--- src/rtl/hazard_pkg.sv ---
// Shared types and default widths for the pipeline hazard controller and its helpers.
package hazard_pkg;

  typedef enum logic [1:0] {
    RUN      = 2'd0,
    MEM_WAIT = 2'd1,
    HALT     = 2'd2
  } hz_state_t;

  localparam int XZR_IDX          = 31;
  localparam int REG_W_DEF        = 5;
  localparam int MEM_WAIT_MAX_DEF = 15;
  localparam int CNT_W_DEF        = 32;
  localparam int WAIT_W           = 8;

endpackage

--- src/rtl/hazard_lu_detect.sv ---
// Combinational load-use hazard compare between the load in ID/EX and the sources in IF/ID.
module hazard_lu_detect
  import hazard_pkg::*;
#(
  parameter int REG_W = REG_W_DEF
) (
  input  logic             ex_mem_read,
  input  logic [REG_W-1:0] ex_rd,
  input  logic [REG_W-1:0] id_rs1,
  input  logic [REG_W-1:0] id_rs2,
  input  logic             id_uses_rs2,
  output logic             lu
);

  localparam logic [REG_W-1:0] XZR = REG_W'(XZR_IDX);

  // A load targeting the zero register produces nothing a consumer could wait on.
  always_comb begin
    lu = ex_mem_read && (ex_rd != XZR) &&
         ((ex_rd == id_rs1) || (id_uses_rs2 && (ex_rd == id_rs2)));
  end

endmodule

--- src/rtl/pipe_hazard_ctrl.sv ---
// Central stall/flush controller: load-use stalls, branch flushes, dmem freeze with watchdog.
// Optional perf counters are built only when HAZARD_PERF_CNT_EN is defined.
module pipe_hazard_ctrl
  import hazard_pkg::*;
#(
  parameter int REG_W        = REG_W_DEF,
  parameter int MEM_WAIT_MAX = MEM_WAIT_MAX_DEF,
  parameter int CNT_W        = CNT_W_DEF
) (
  input  logic             clk,
  input  logic             rst,
  input  logic [REG_W-1:0] id_rs1,
  input  logic [REG_W-1:0] id_rs2,
  input  logic             id_uses_rs2,
  input  logic             ex_mem_read,
  input  logic [REG_W-1:0] ex_rd,
  input  logic             br_taken_ex,
  input  logic             dmem_busy,
  output logic             pc_en,
  output logic             if_id_en,
  output logic             if_id_flush,
  output logic             id_ex_bubble,
  output logic             pipe_freeze,
  output logic             mem_timeout,
  output logic [CNT_W-1:0] stall_cycles,
  output logic [CNT_W-1:0] flush_count
);

  localparam logic [WAIT_W-1:0] WAIT_LIMIT = WAIT_W'(MEM_WAIT_MAX);

  hz_state_t         state, state_nxt;
  logic [WAIT_W-1:0] wait_cnt, wait_cnt_nxt;
  logic              lu;

  hazard_lu_detect #(.REG_W(REG_W)) u_lu_detect (
    .ex_mem_read (ex_mem_read),
    .ex_rd       (ex_rd),
    .id_rs1      (id_rs1),
    .id_rs2      (id_rs2),
    .id_uses_rs2 (id_uses_rs2),
    .lu          (lu)
  );

  always_ff @(posedge clk) begin
    if (rst) begin
      state    <= RUN;
      wait_cnt <= '0;
    end else begin
      state    <= state_nxt;
      wait_cnt <= wait_cnt_nxt;
    end
  end

  // The counter holds the number of busy cycles already spent; one more busy cycle past the limit halts.
  always_comb begin
    state_nxt    = state;
    wait_cnt_nxt = wait_cnt;
    case (state)
      RUN: begin
        if (dmem_busy) begin
          state_nxt    = MEM_WAIT;
          wait_cnt_nxt = WAIT_W'(1);
        end
      end
      MEM_WAIT: begin
        if (dmem_busy) begin
          if (wait_cnt == WAIT_LIMIT) begin
            state_nxt = HALT;
          end else begin
            wait_cnt_nxt = wait_cnt + WAIT_W'(1);
          end
        end else begin
          state_nxt    = RUN;
          wait_cnt_nxt = '0;
        end
      end
      HALT: begin
        state_nxt = HALT;
      end
      default: begin
        state_nxt    = RUN;
        wait_cnt_nxt = '0;
      end
    endcase
  end

  // MEM_WAIT shares RUN's decode so a release cycle services a held branch or load-use at once.
  always_comb begin
    pc_en        = 1'b0;
    if_id_en     = 1'b0;
    if_id_flush  = 1'b0;
    id_ex_bubble = 1'b0;
    pipe_freeze  = 1'b0;
    mem_timeout  = 1'b0;
    if (rst) begin
      if_id_flush  = 1'b1;
      id_ex_bubble = 1'b1;
    end else begin
      case (state)
        RUN, MEM_WAIT: begin
          if (dmem_busy) begin
            pipe_freeze = 1'b1;
          end else if (br_taken_ex) begin
            pc_en        = 1'b1;
            if_id_en     = 1'b1;
            if_id_flush  = 1'b1;
            id_ex_bubble = 1'b1;
          end else if (lu) begin
            id_ex_bubble = 1'b1;
          end else begin
            pc_en    = 1'b1;
            if_id_en = 1'b1;
          end
        end
        HALT: begin
          pipe_freeze = 1'b1;
          mem_timeout = 1'b1;
        end
        default: begin
          pipe_freeze = 1'b0;
        end
      endcase
    end
  end

`ifdef HAZARD_PERF_CNT_EN
  logic [CNT_W-1:0] stall_q, flush_q;

  always_ff @(posedge clk) begin
    if (rst) begin
      stall_q <= '0;
      flush_q <= '0;
    end else begin
      if (!pc_en) begin
        stall_q <= stall_q + CNT_W'(1);
      end
      if (if_id_flush) begin
        flush_q <= flush_q + CNT_W'(1);
      end
    end
  end

  assign stall_cycles = stall_q;
  assign flush_count  = flush_q;
`else
  assign stall_cycles = '0;
  assign flush_count  = '0;
`endif

endmodule

--- config.mk ---
export PLATFORM = sky130hd
export DESIGN_NAME = pipe_hazard_ctrl
export DESIGN_NICKNAME = d
export VERILOG_FILES = /design/src/rtl/hazard_pkg.sv /design/src/rtl/hazard_lu_detect.sv /design/src/rtl/pipe_hazard_ctrl.sv
export SDC_FILE = /design/constraint.sdc
export NUM_CORES = 1
export LEC_CHECK = 0
export ABC_AREA = 1
export CORE_MARGIN = 1
export CORE_UTILIZATION = 35
export CTS_BUF_LIST = sky130_fd_sc_hd__clkbuf_4
export DETAILED_ROUTE_END_ITERATION = 8
export PLACE_DENSITY = 0.79
export SKIP_LAST_GASP = 1
export SYNTH_ARGS = -nofsm -noshare
export SYNTH_HDL_FRONTEND = slang
export SYNTH_SLANG_ARGS = --single-unit
export TNS_END_PERCENT = 20
--- constraint.sdc ---
create_clock -name clk -period 1.68 [get_ports clk]
set_clock_uncertainty 0.1 [all_clocks]
set_input_delay 0.168 -clock clk [delete_from_list [all_inputs] [get_ports clk]]
set_output_delay 0.168 -clock clk [all_outputs]
set_load 0.03 [all_outputs]
==> flow_metrics.py <==
metrics = {
    "placed_design": {
        "dpl_cell_area_um2": 1378,
        "place_hpwl_mm": 1.981,
        "gp_congestion": 0.8340,
        "pre_cts_ws_ps": -157.6,
        "place_inst": 279,
        "io_buffers": 26,
    },
    "floorplan": {
        "die_area_um2": 3984,
        "die_y_um": 63.12,
        "rows": 21,
        "io_pins": 91,
        "start_util": 0.3770,
        "die_width_um": 63.12,
        "core_um2": 3468,
    },
    "critical_path": {
        "worstPathRequired_ps": 1410,
        "r2r_end": "wait_cnt[4]$_SDFFE_PP0P_",
        "worstSetupStartpointType": "input pin",
        "cp-startpoint": "id_uses_rs2",
        "criticalPathCategory": "in2out",
        "rrSetupSlack_ps": 110,
        "r2r-start": "wait_cnt[1]$_SDFFE_PP0P_",
        "worstPathMaxFanout": 2,
        "crit_arrival_ps": 1320,
        "cp-end-kind": "output port",
        "rr_worst_depth": 8,
    },
    "yosys": {
        "synth-seq-area-share": 0.1531,
        "synth_area_um2": 1308,
        "synth_cell_types": 27,
        "syn_inst": 207,
        "ys_ff_latch": 10,
        "synth_area_per_cell_um2": 6.316,
        "yosysWarningCount": 0,
    },
    "power_and_ir_drop": {
        "p_int_mw": 0.4101,
        "power_switching_mw": 0.3715,
        "power_density_nw_per_um2": 547.5,
        "power.leakage_nw": 0.8390,
        "power_switching_share": 0.4753,
        "pwr-share-comb": 0.464,
        "pwr-share-seq": 0.314,
        "ir_worst_vdd_v": 0.0002405,
        "power.clock.fraction": 0.222,
    },
    "route": {
        "detail_route.first_pass.iterations": 4,
        "drc": 0,
        "vias_per_cell": 3.823,
        "vias": 1082,
        "drtAntennaViolNets": 0,
        "wl_mm": 2.305,
        "wire_per_inst_um": 8.145,
        "drt-initial-drc-count": 16,
    },
    "cts": {
        "hold_buffers": 0,
        "clockBufferDepth": 2,
        "cts_root_buf": "clkbuf_4",
        "insertion_delay_ps": 270,
        "numCtsBuffers": 3,
        "htree_levels": 1,
        "tritoncts": "built",
        "clkTransAtPathRegs_ps": 70,
        "cts.sinks": 10,
    },
    "cells_and_area": {
        "diodes": 0,
        "area_delta_synth_final_pct": 9.187,
        "final_common_cell": "conb_1",
        "layout_common_cells": "conb_1, nand2_1, inv_1, nor2_1",
        "final_cells": 283,
        "fin_nets": 260,
        "layout-drive-gt1-share": 0.1097,
        "finish.instance_area_um2": 1428,
    },
    "hold_path": {
        "hold_path_depth": 2,
        "min_to": "wait_cnt[2]$_SDFFE_PP0P_",
        "hp-start": "wait_cnt[2]$_SDFFE_PP0P_",
        "hp-class": "reg2reg",
    },
    "timing": {
        "finalWorstSetupSlack_ps": 88.70,
        "tns_ps": 0,
        "maxSlewViolCount": 0,
        "setup_viol": 0,
        "hold_viol_final": 0,
        "max_freq_mhz": 628.4,
        "min_period_over_period": 0.9472,
        "finalCriticalPeriod_ps": 1591,
        "rsz0062_at_grt": "true",
    },
    "run_status": {
        "status": "completed",
    },
    "global_route": {
        "grt_max_degree": 9,
        "grt_remaining_overflow": 0,
        "track_usage": 0.1179,
        "grt_pass1_wl_mm": 3.643,
        "antenna_found_initial": 0,
        "grt_pass1_vias": 875,
    },
    "flow_run": {
        "drv_cap": 0,
    },
}
[critical path, cell delays in order]
cell             delay (ps)
clkdlybuf4s50_1         460
nand2_1                  50
nor2_1                  110
nand3_1                 100
nand2_1                  90
nand3_1                  70
nand2_1                  70
nor2_2                   50
buf_6                   140
[what timing repair did]
action,in CTS,in global routing
endpoints found under the hold margin,0,0
pin swaps,3,11
endpoints found under the setup margin,3,8
setup buffers,0,0
resized for setup,7,11
[per-stage QoR]
stage	util	total power, mW	hold WS (ps)
finish	0.4116	0.7816	375.5
detailed placement	0.3972	0.6151	371.3
global route	0.4116	0.8359	419.1
floorplan	-	0.6451	228.6
global placement	0.3972	0.6124	369.2
CTS	0.4033	0.7911	382.2
[cell usage after synthesis]
library cell,number,share of area
a21boi_4,1,0.014
a21oi_1,7,0.027
a21oi_4,1,0.012
and3_1,1,0.0048
buf_4,65,0.37
clkbuf_1,1,0.0029
conb_1,1,0.0029
dfxtp_1,10,0.15
ha_1,1,0.0096
inv_1,23,0.066
inv_2,4,0.011
nand2_1,45,0.13
nand2_2,2,0.0096
nand3_1,9,0.034
nand3b_1,1,0.0057
nand4_1,1,0.0048
nor2_1,19,0.055
nor2_2,2,0.0096
nor2_4,1,0.0086
nor3_1,2,0.0077
o21a_1,1,0.0057
o21ai_0,2,0.0077
o21ai_1,2,0.0077
o21ai_4,1,0.012
o22ai_1,1,0.0048
xnor2_1,1,0.0067
xor2_1,2,0.013
[registers in the layout, summed over array words and instances (netlist names)]
register	flops
state	2
wait_cnt	8
[cell families (layout without fill, tap and decap cells)]
group	after synthesis	in the layout	synth area share
fa+ha+maj	1	1	0.009568
compound gates	16	16	0.09188
xor+xnor	3	3	0.02010
buf+inv	93	60	0.4536
simple gates	83	83	0.2689
flops	10	10	0.1531
other cells	1	64	0.002868
[routing by layer]
metal  up-vias  share of wire  track usage
met2        49           0.51       0.2003
li1        560              -            -
met3         5          0.056      0.03261
met4         0          0.015      0.05233
met5         -              0            0
met1       468           0.42       0.1362
[power by group through the flow]
stage	sequential (mW)	combinational, mW	clock (mW)
final	0.245	0.363	0.174
after global routing	0.246	0.388	0.201
after CTS	0.245	0.361	0.185
after detailed placement	0.251	0.364	0
after global placement	0.251	0.362	0
after floorplan	0.251	0.395	0
[area by class of cell]
class / count / area, um2
Sequential cell: 10 / 201.4
Clock buffer: 3 / 22.52
Fill cell: 404 / 2041
Timing Repair Buffer: 29 / 287.8
Clock inverter: 1 / 3.754
Multi-Input combinational cell: 167 / 753.2
Tap cell: 46 / 57.56
Inverter: 27 / 101.3
[worst max path at each step]
stage / endpoint / slack, ps / cells past startpoint
after CTS: if_id_en / -20 / 11
after global routing: wait_cnt[6]$_SDFFE_PP0P_ / -40 / 7
after floorplan: pc_en / 120 / 4
after detailed placement: if_id_en / -160 / 11
after global placement: if_id_en / -120 / 11
final: pc_en / 90 / 9
Power figures use the tool's default switching activity.
